--- src/rtl/fetch_ctrl_pkg.sv ---
// fetch_ctrl_pkg: shared types and constants
// for the fetch sequencing controller.
package fetch_ctrl_pkg;

  localparam int ADDR_W = 32;

  localparam logic [ADDR_W-1:0] DEF_RESET_VECTOR = 32'h0000_0000;

  typedef enum logic [1:0] {
    BOOT  = 2'd0,
    RUN   = 2'd1,
    FLUSH = 2'd2,
    HALT  = 2'd3
  } fc_state_e;

endpackage

--- src/rtl/fetch_ctrl_sat_counter.sv ---
// sat_counter: up counter with clear that
// sticks at all-ones instead of wrapping.
module sat_counter #(
  parameter int W = 16
) (
  input  logic         clk,
  input  logic         rst,
  input  logic         inc,
  input  logic         clr,
  output logic [W-1:0] cnt
);

  always_ff @(posedge clk) begin
    if (rst) begin
      cnt <= '0;
    end else if (clr) begin
      cnt <= '0;
    end else if (inc && (cnt != {W{1'b1}})) begin
      cnt <= cnt + 1'b1;
    end
  end

endmodule

--- src/rtl/fetch_ctrl.sv ---
// fetch_ctrl: boot, redirect, halt and
// backpressure sequencing for fetch.
module fetch_ctrl
  import fetch_ctrl_pkg::*;
#(
  parameter logic [ADDR_W-1:0] RESET_VECTOR = DEF_RESET_VECTOR,
  parameter int BOOT_CYCLES   = 4,
  parameter int FLUSH_CYCLES  = 2,
  parameter int STALL_TIMEOUT = 1024
) (
  input  logic              clk,
  input  logic              rst,
  input  logic              trap_req_i,
  input  logic [ADDR_W-1:0] trap_vector_i,
  input  logic              br_redirect_i,
  input  logic [ADDR_W-1:0] br_target_i,
  input  logic              dec_ready_i,
  input  logic              imem_ready_i,
  input  logic              halt_req_i,
  input  logic              resume_i,
  output logic              fetch_stall_o,
  output logic              fetch_flush_o,
  output logic [ADDR_W-1:0] fetch_target_o,
  output logic [1:0]        state_o,
  output logic [15:0]       redirect_cnt_o,
  output logic              stall_timeout_o
);

  localparam logic [7:0] BOOT_LD  = 8'(BOOT_CYCLES);
  localparam logic [3:0] FLUSH_LD = 4'(FLUSH_CYCLES);
  localparam logic [15:0] WD_LAST = 16'(STALL_TIMEOUT - 1);

  fc_state_e         state_q, state_n;
  logic [7:0]        boot_q, boot_n;
  logic [3:0]        fcnt_q, fcnt_n;
  logic [ADDR_W-1:0] tgt_q, tgt_n;
  logic [ADDR_W-1:0] ptgt_q, ptgt_n;
  logic              pend_q, pend_n;
  logic              hp_q, hp_n;
  logic              stall_q, flush_q;
  logic              to_q;

  logic              redir;
  logic [ADDR_W-1:0] rtgt;
  logic              run_stall;
  logic              in_run;
  logic              wd_inc;
  logic [15:0]       wd_cnt;

  assign redir = trap_req_i | br_redirect_i;
  assign rtgt  = trap_req_i ? trap_vector_i : br_target_i;

  assign in_run    = (state_q == RUN);
  assign run_stall = ~dec_ready_i | ~imem_ready_i;
  assign wd_inc    = in_run & run_stall;

  always_comb begin
    state_n = state_q;
    boot_n  = boot_q;
    fcnt_n  = fcnt_q;
    tgt_n   = tgt_q;
    ptgt_n  = ptgt_q;
    pend_n  = pend_q;
    hp_n    = hp_q;
    unique case (state_q)
      BOOT: begin
        if (boot_q <= 8'd1) begin
          state_n = FLUSH;
          fcnt_n  = FLUSH_LD;
          tgt_n   = RESET_VECTOR;
        end else begin
          boot_n = boot_q - 8'd1;
        end
      end
      RUN: begin
        if (redir) begin
          state_n = FLUSH;
          fcnt_n  = FLUSH_LD;
          tgt_n   = rtgt;
        end else if (halt_req_i) begin
          state_n = HALT;
        end
      end
      FLUSH: begin
        if (halt_req_i) hp_n = 1'b1;
        // A redirect here restarts the window.
        if (redir) begin
          tgt_n  = rtgt;
          fcnt_n = FLUSH_LD;
        end else if (fcnt_q <= 4'd1) begin
          state_n = (hp_q | halt_req_i) ? HALT : RUN;
          hp_n    = 1'b0;
          fcnt_n  = '0;
        end else begin
          fcnt_n = fcnt_q - 4'd1;
        end
      end
      HALT: begin
        if (redir) begin
          pend_n = 1'b1;
          ptgt_n = rtgt;
        end
        if (resume_i && !halt_req_i) begin
          if (pend_q | redir) begin
            state_n = FLUSH;
            fcnt_n  = FLUSH_LD;
            tgt_n   = redir ? rtgt : ptgt_q;
            pend_n  = 1'b0;
          end else begin
            state_n = RUN;
          end
        end
      end
      default: state_n = BOOT;
    endcase
  end

  always_ff @(posedge clk) begin
    if (rst) begin
      state_q <= BOOT;
      boot_q  <= BOOT_LD;
      fcnt_q  <= '0;
      tgt_q   <= RESET_VECTOR;
      ptgt_q  <= RESET_VECTOR;
      pend_q  <= 1'b0;
      hp_q    <= 1'b0;
      stall_q <= 1'b1;
      flush_q <= 1'b0;
      to_q    <= 1'b0;
    end else begin
      state_q <= state_n;
      boot_q  <= boot_n;
      fcnt_q  <= fcnt_n;
      tgt_q   <= tgt_n;
      ptgt_q  <= ptgt_n;
      pend_q  <= pend_n;
      hp_q    <= hp_n;
      stall_q <= (state_n != RUN);
      flush_q <= (state_n == FLUSH);
      if (wd_inc && (wd_cnt >= WD_LAST)) to_q <= 1'b1;
    end
  end

  sat_counter #(.W(16)) u_redir_cnt (
    .clk (clk),
    .rst (rst),
    .inc (redir & (state_q != BOOT)),
    .clr (1'b0),
    .cnt (redirect_cnt_o)
  );

  sat_counter #(.W(16)) u_wd_cnt (
    .clk (clk),
    .rst (rst),
    .inc (wd_inc),
    .clr (~wd_inc),
    .cnt (wd_cnt)
  );

  assign fetch_stall_o   = in_run ? run_stall : stall_q;
  assign fetch_flush_o   = flush_q;
  assign fetch_target_o  = tgt_q;
  assign state_o         = state_q;
  assign stall_timeout_o = to_q;

endmodule
--- config.mk ---
export PLATFORM = sky130hd
export DESIGN_NAME = fetch_ctrl
export DESIGN_NICKNAME = d
export VERILOG_FILES = /design/src/rtl/fetch_ctrl_pkg.sv /design/src/rtl/fetch_ctrl_sat_counter.sv /design/src/rtl/fetch_ctrl.sv
export SDC_FILE = /design/constraint.sdc
export NUM_CORES = 1
export LEC_CHECK = 0
export BUFFER_PORTS_ARGS = -buffer_cell sky130_fd_sc_hd__buf_2
export CORE_MARGIN = 2
export CORE_UTILIZATION = 30
export DETAILED_ROUTE_END_ITERATION = 10
export PLACE_DENSITY = 0.56
export SETUP_SLACK_MARGIN = 0.1
export SLEW_MARGIN = 5
export SYNTH_ARGS = -nofsm -noshare
export SYNTH_HDL_FRONTEND = slang
export SYNTH_SLANG_ARGS = --single-unit
--- constraint.sdc ---
create_clock -name clk -period 4.6 [get_ports clk]
set_input_delay 0.23 -clock clk [delete_from_list [all_inputs] [get_ports clk]]
set_output_delay 0.23 -clock clk [all_outputs]
set_load 0.1 [all_outputs]
Yosys cells after proc, flatten, opt, wreduce, memory -nomap -nowiden
Index checks and enable logic that the tools add are counted.
W data, S select, Z words.

storage, ports and cells
  flip-flop bits (word level) = 115
  bits of input ports = 72
  word-level logic and storage cells = 83

operators by class
  add/sub/neg operators = 4
  $lt $le $gt $ge = 3
  equality and inequality tests = 12
  multiplexer cells = 30
  bitwise logic cells = 10
  reductions and logical operators = 12

operators with widths
  operator                 number
  $mux W32                 6
  $pmux W32 S3             1
  $add A16 B1 Y16 const B  2
  $ne A16 B16 Y1 const B   2
  $mux W4                  6
  $ge A16 B10 Y1 const B   1
  $mux W2                  8
  $pmux W4 S4              1
  $le A8 B1 Y1 const B     1
  $ne A2 B2 Y1 const B     4
  $pmux W2 S4              1
  $reduce_and A4 Y1        2
  $sub A8 B1 Y8 const B    1
  $mux W1                  7
  $eq A2 B2 Y1 const B     3
  $le A4 B1 Y1 const B     1
  $logic_and A1 B1 Y1      4
  $ne A2 B1 Y1 const B     2
  $not A1 Y1               4
  $or A1 B1 Y1             4
  $reduce_or A2 Y1         2
  $sub A4 B1 Y4 const B    1
  $and A1 B1 Y1            2
  $eq A2 B1 Y1 const B     1
  other kinds (4)          4

Logic depth before layout (Yosys ltp)
Gate-level depths: netlist of run 1.

  word-level depth = 6
  mapped depth = 8
  depth with buffers taken out = 7

Hierarchy
A second synthesis of run 1 with hierarchy kept.

second synthesis, totals
  cell total of the unflattened synthesis = 700
  area, all modules = 5988.2 um^2

modules (own cells, without submodules)
  module       times used  cells an instance  area an instance (um^2)  sequential area each (um^2)
  fetch_ctrl   1           496                4154.0                   1661.6
  sat_counter  2           102                917.1                    320.3

Least setup slack after synthesis of run 1
OpenSTA, ideal clock, no wires.

  path kind = reg2out
  start = reg state_q[1], in the netlist state_o[1]
  end = out fetch_stall_o
  arrival = 3.045 ns
  setup slack = 1.325 ns
  stages on the path, launching flop included = 4
  buffers on the path = 0
  path through = dfxtp_1 > inv_1 > ha_1 > a31oi_1

on the way
  longest elaborated chain between the ends = 2

ends and longest elaborated chain
  item                    line               source
  start, declared         fetch_ctrl.sv:33   fc_state_e state_q, state_n;
  start signal, assigned  fetch_ctrl.sv:131  state_q <= state_n;
  $eq A2 B1 Y1            fetch_ctrl.sv:53   assign in_run = (state_q == RUN);
  $mux W1                 fetch_ctrl.sv:160  assign fetch_stall_o = in_run ? run_stall : stall_q;
  end, declared           fetch_ctrl.sv:21   output logic fetch_stall_o,

No other way between the ends.

Worst setup path after layout of run 1
  start = reg boot_q[2]
  end = reg fcnt_q[3]

on the way
  longest elaborated chain between the ends = 3

ends and longest elaborated chain
  item                         line               source
  start, declared              fetch_ctrl.sv:34   logic [7:0] boot_q, boot_n;
  start signal, assigned       fetch_ctrl.sv:132  boot_q <= boot_n;
  $le A8 B1 Y1                 fetch_ctrl.sv:67   if (boot_q <= 8'd1) begin
  $ne A2 B2 Y1 (no line)       n/a
  $reduce_and A4 Y1 (no line)  n/a
  end signal, assigned         fetch_ctrl.sv:133  fcnt_q <= fcnt_n;
  end, declared                fetch_ctrl.sv:35   logic [3:0] fcnt_q, fcnt_n;

No other way between the ends.
A chain may end at the register's enable or synchronous reset.

==> impl_metrics.py, run 1 <==
metrics = {
    "sta": {
        "setup_viol": 0,
        "worst_pin_slew_ns": 0.926,
        "grt_setup_unrepaired": "false",
        "max_clock_freq_ghz": 0.404,
        "finalMaxSlewViolations": 0,
        "period_share_pct": 53.8,
        "fin_crit_ns": 2.47,
        "finalHoldViolCount": 0,
        "skew_ns": 0.00833,
        "tns_ns": 0,
        "maxSlewHeadroom_pct": 38.3,
    },
    "cts": {
        "numCtsBuffers": 17,
        "ctsResizeCount": 0,
        "cts_max_level": 4,
        "clkTransAtPathRegs_ns": 0.06,
        "clk_latency_ns": 0.42,
        "clock_sinks": 115,
        "cts_root_buf": "clkbuf_16",
        "cts_tree": "yes",
        "clock_path_buffers": 2,
        "postCtsSetupBuffers": 0,
        "cts_hold_buf": 0,
    },
    "floorplanning": {
        "core_mm2": 0.0186,
        "die_area_mm2": 0.0199,
        "start_util_pct": 30.3,
        "die_width_um": 141,
        "ios": 125,
        "row_count": 50,
        "dieHeight_um": 141,
    },
    "setup_path": {
        "critPathLaunchType": "register",
        "arrival_ns": 2.81,
        "slowest_delay_ns": 0.60,
        "end_kind": "register",
        "critPathKind": "reg2reg",
        "slowest_stage": "o41ai_4",
        "cp_cell_sequence": "or4_4 > o41ai_4 > nand3_4 > or4b_1 > a21oi_1",
        "crit_path_max_fanout": 8,
        "cp.required_ns": 4.94,
    },
    "synthesis": {
        "synth_area_mm2": 0.00564,
        "synth_top_cell_by_area": "dfxtp_1",
        "synth-edff-count": 0,
        "ys.warnings.count": 0,
        "avgSynthCellArea_um2": 8.14,
        "yosys-top-cells-area": "dfxtp_1 41%, o21ai_0 6.3%, mux2i_1 6.2%",
        "seq_area_frac_synth_pct": 40.8,
        "syn_inst": 693,
        "synth.top_cell.area_share_pct": 40.8,
        "ys_ff_latch": 115,
        "synth_fp_nets": 776,
        "synth.distinct_cells": 51,
        "ys.flop_type": "dfxtp_1",
        "synthArstFlopShare_pct": 0,
    },
    "routing": {
        "via_count": 5107,
        "wirelength_um": 14200,
        "detail_route.wl_per_cell_um": 13.6,
        "firstDrtPassIters": 4,
        "vias_per_cell": 4.88,
        "drc_errors": 0,
        "drt-initial-drc-count": 270,
        "ant_nets": 0,
    },
    "power_and_ir_drop": {
        "swShare_pct": 31.0,
        "p_comb_share_pct": 20.2,
        "irDropWorstVdd_v": 0.000274,
        "p_int_uw": 2080,
        "p_per_area_mw_per_mm2": 428,
        "p_leak_uw": 0.00267,
        "switchingPower_uw": 937,
        "seqPwrFrac_pct": 36.3,
        "pwr-share-clk_pct": 43.5,
    },
    "placed_design": {
        "hpwl_um": 9350,
        "gp_congestion": 0.824,
        "placed_cell_area_mm2": 0.00647,
        "io_buffers": 124,
    },
    "grt": {
        "grt_max_degree": 71,
        "antenna_found_initial": 0,
        "grt_pass1_wl_um": 23400,
        "grt_overflow": 0,
        "grt_pass1_vias": 4607,
        "track_usage_pct": 14.7,
    },
    "layout": {
        "nNetsFinal": 883,
        "drive_above_1_share_pct": 21.6,
        "fill_cells": 1917,
        "fin_area_mm2": 0.00706,
        "syn_to_final_growth_pct": 25.2,
        "diodes": 0,
    },
    "run_status": {
        "status": "completed",
    },
    "worst_hold_path": {
        "hold_path_class": "in2reg",
    },
    "job": {
        "maxCapViolations": 0,
    },
}
-- power by group through the flow --
stage	clock network [uW]	registers [uW]	logic (uW)
floorplan	0	1210	368
global placement	0	1120	614
detailed placement	0	1120	618
CTS	1340	1100	620
global route	1390	1100	684
finish	1310	1100	610
-- Yosys cell counts, drive strengths merged, types with 7 or more instances --
| library cell | instances |
|---|---|
| nand3 | 7 |
| nand2 | 78 |
| nor3 | 19 |
| a21oi | 42 |
| a211oi | 37 |
| inv | 11 |
| nand4 | 13 |
| mux2i | 35 |
| nor4 | 11 |
| ha | 11 |
| clkbuf | 40 |
| nor2b | 34 |
| nor2 | 86 |
| xnor2 | 25 |
| o21ai | 71 |
| dfxtp | 115 |
-- per-stage QoR --
step | hold slack [ns] | power [uW] | instances | util, % | setup WS [ns]
final | 0.200 | 3020 | 1047 | 38.0 | 2.13
after global routing | 0.193 | 3180 | 1047 | 38.0 | 1.93
after floorplan | 0.452 | 1580 | 693 | - | 1.33
after global placement | 0.432 | 1730 | 1015 | 34.8 | 2.17
after detailed placement | 0.438 | 1740 | 1015 | 34.8 | 2.13
after CTS | 0.177 | 3050 | 1047 | 38.0 | 2.10
-- state kept, by name, summed over array words and instances, names as in the netlist --
register,flops
u_wd_cnt.cnt,16
state_o,2
boot_q,8
pend_q,1
fetch_flush_o,1
hp_q,1
fcnt_q,4
stall_timeout_o,1
stall_q,1
ptgt_q,32
u_redir_cnt.cnt,16
fetch_target_o,32
-- worst paths after layout --
check / startpoint / to / slack [ns] / depth (start not counted)
setup / recovery: boot_q[2]$_SDFFE_PP1P_ / fcnt_q[3]$_SDFFE_PP0P_ / 2.13 / 5
setup reg to reg: boot_q[2]$_SDFFE_PP1P_ / fcnt_q[3]$_SDFFE_PP0P_ / 2.13 / 5
hold reg to reg: fetch_target_o[18]$_SDFFE_PP0P_ / fetch_target_o[18]$_SDFFE_PP0P_ / 0.45 / 2
hold / removal: halt_req_i / hp_q$_SDFFE_PP0P_ / 0.20 / 3
-- cells in the final DEF, fill, tap and decap left out, types with 4 or more instances in the layout --
cell / count
nor3_1: 19
nor2_1: 85
buf_4: 9
nand4_1: 13
o21ai_0: 71
xnor2_1: 25
nand2_1: 78
nor2b_1: 34
nor4b_1: 4
xor2_1: 4
dfxtp_1: 115
a21oi_1: 42
a211oi_1: 37
nor4_1: 11
buf_2: 124
mux2i_1: 35
inv_1: 11
ha_1: 11
nand3_1: 6
clkbuf_16: 17
-- metal layers --
layer	part of all wire, %	vias up	GRT usage, %
li1	-	2671	-
met1	49	2319	19.2
met2	45	101	23.4
met3	3.4	16	4.01
met4	1.8	0	5.53
met5	0	-	0
-- critical path: cells and delay by family (launching register included) --
| family | cells | cell delay (ns) |
|---|---|---|
| simple gates | 3 | 1.31 |
| compound gates | 2 | 0.74 |
| flops | 1 | 0.34 |
-- layout make-up --
class / count / area, um^2 / area share (%)
multi-input cells: 522 / 3150 / 44.6
clock inverters: 11 / 128 / 1.81
flip-flops and latches: 115 / 2300 / 32.6
clock buffers: 21 / 460 / 6.52
repair buffers: 133 / 688 / 9.75
well taps: 234 / 293 / 4.15
inverters: 11 / 41.3 / 0.585
-- logic make-up after synthesis --
group,share of synthesized area (%)
fa+ha+maj,2.44
xor+xnor,4.51
buf+inv,3.75
simple gates,24.1
compound gates,18.2
flops,40.8
mux,6.21
No activity file was read; power rests on OpenSTA's default activity.
==> inputs of run 2 (changes only) <==
clock period = 2.4 ns   (was 4.6 ns; I/O delays follow)
==> run 2 against run 1 <==
  * Sequential power grew 92%
  * Final cell count grew 0.96%
  * Count of clock-buffer cells in the layout shrank 1
  * Register-to-register slack lost 1.9 ns
  * Worst hold slack lost 0.083 ns
  * Cell area grew 3.0%
  * Combinational power grew 100%
  * Die area is the same
  * First-iteration DRC count shrank 0.37%
  * Largest cell class unchanged
==> impl_metrics.py, run 2 (same netlist as run 1, synthesis figures left out) <==
metrics = {
    "run_status": {
        "status": "completed",
    },
    "cts": {
        "cts_root_buf": "clkbuf_16",
        "numCtsBuffers": 17,
        "clock_path_buffers": 2,
        "postCtsSetupBuffers": 0,
        "clkTransAtPathRegs_ns": 0.06,
        "clock_sinks": 115,
        "cts_hold_buf": 0,
        "cts_max_level": 4,
        "cts_tree": "yes",
        "ctsResizeCount": 0,
        "clk_latency_ns": 0.41,
    },
    "sta": {
        "maxSlewHeadroom_pct": 50.7,
        "fin_crit_ns": 2.16,
        "grt_setup_unrepaired": "false",
        "period_share_pct": 89.8,
        "fin_hold_ws_ns": 0.118,
        "tns_ns": 0,
        "skew_ns": 0.00713,
        "max_clock_freq_ghz": 0.464,
        "worst_pin_slew_ns": 0.730,
        "finalMaxSlewViolations": 0,
        "finalHoldViolCount": 0,
        "setup_viol": 0,
    },
    "power_and_ir_drop": {
        "swShare_pct": 29.4,
        "p_per_area_mw_per_mm2": 845,
        "pwr-share-clk_pct": 45.6,
        "p_comb_share_pct": 20.2,
        "irDropWorstVdd_v": 0.000496,
        "design_power_total_uw": 6140,
        "p_leak_uw": 0.00278,
        "seqPwrFrac_pct": 34.3,
        "switchingPower_uw": 1810,
        "p_int_uw": 4340,
    },
    "worst_hold_path": {
        "hold_path_class": "in2reg",
        "worstHoldPathCells": 3,
    },
    "setup_path": {
        "critPathKind": "reg2reg",
        "end_kind": "register",
        "arrival_ns": 2.48,
        "critPathLaunchType": "register",
        "cp.required_ns": 2.72,
        "r2r_cells": 4,
        "crit_path_max_fanout": 7,
    },
    "layout": {
        "nNetsFinal": 893,
        "diodes": 0,
        "syn_to_final_growth_pct": 29.0,
        "final_cell_count_no_fill": 1057,
        "drive_above_1_share_pct": 25.3,
        "fin_area_mm2": 0.00727,
        "final_cell_mix": "124 x buf_2, 97 x dfxtp_1, 84 x nor2_1, 78 x nand2_1, 71 x o21ai_0",
        "fill_cells": 1880,
        "final_common_cell": "buf_2",
    },
    "grt": {
        "grt_overflow": 0,
        "antenna_found_initial": 0,
        "grt_pass1_wl_um": 23100,
        "grt_max_degree": 65,
        "track_usage_pct": 14.4,
        "grt_pass1_vias": 4531,
    },
    "floorplanning": {
        "dieHeight_um": 141,
        "start_util_pct": 30.3,
        "core_mm2": 0.0186,
        "die_area_mm2": 0.0199,
        "row_count": 50,
        "ios": 125,
        "die_width_um": 141,
    },
    "routing": {
        "vias_per_cell": 4.81,
        "via_count": 5084,
        "ant_nets": 0,
        "drc_errors": 0,
        "firstDrtPassIters": 4,
        "drt-initial-drc-count": 269,
        "wirelength_um": 14200,
        "detail_route.wl_per_cell_um": 13.4,
    },
    "placed_design": {
        "dp.cells": 1025,
        "gp_congestion": 0.752,
        "placed_cell_area_mm2": 0.00661,
        "io_buffers": 124,
        "hpwl_um": 9530,
    },
    "job": {
        "maxCapViolations": 0,
    },
}
## run 2: cell types whose count changed in the layout (fill, tap and decap cells not counted), sizes merged
cell and delta:
buf +10, bufinv +3, clkbuf -1, clkinv -2, clkinvlp -2, inv +2
## run 2: per-stage QoR
step | setup slack [ns] | util [%]
finish | 0.244 | 39.1
global route | 0.105 | 39.1
CTS | 0.185 | 39.1
detailed placement | 0.187 | 35.6
global placement | 0.221 | 35.6
floorplan | 0.124 | -
## run 2: worst paths after layout
path | slack, ns | to | startpoint
hold reg to reg | 0.44 | fetch_target_o[6]$_SDFFE_PP0P_ | fetch_target_o[6]$_SDFFE_PP0P_
setup / recovery | 0.24 | fetch_flush_o$_SDFF_PP0_ | boot_q[2]$_SDFFE_PP1P_
hold / removal | 0.12 | ptgt_q[1]$_SDFFE_PP0P_ | br_target_i[1]
setup reg to reg | 0.24 | fetch_flush_o$_SDFF_PP0_ | boot_q[2]$_SDFFE_PP1P_
## run 2: cell type report
cell class                      count  area (um^2)  area share [%]
Sequential cell                   115         2330            32.0
Multi-Input combinational cell    522         3170            43.6
Timing Repair Buffer              143          792            10.9
Clock buffer                       20          447            6.14
Tap cell                          234          293            4.03
Clock inverter                     12          200            2.75
Inverter                           11         41.3           0.568
## run 2: power groups by stage
| stage | combinational [uW] | clock, uW | sequential [uW] |
|---|---|---|---|
| 6_report | 1240 | 2800 | 2110 |
| 5_1_grt | 1370 | 2950 | 2120 |
| 4_1_cts | 1240 | 2860 | 2110 |
| 3_5_place_dp | 1240 | 0 | 2150 |
| 3_3_place_gp | 1240 | 0 | 2140 |
| 2_1_floorplan | 704 | 0 | 2330 |
## run 2: critical path, stage by stage, from the launching register on
cell	delay, ns
dfxtp_1	0.34
or4_4	0.58
o41a_1	0.51
a221o_1	0.43
nor3_1	0.21
## run 2: layer usage
layer  vias to the layer above  track usage [%]  wire (um)
met2                        91             21.8       6320
met5                         -                0          0
met4                         0             4.26        136
li1                       2683                -          -
met3                         9             3.77        538
met1                      2301             20.1       7220
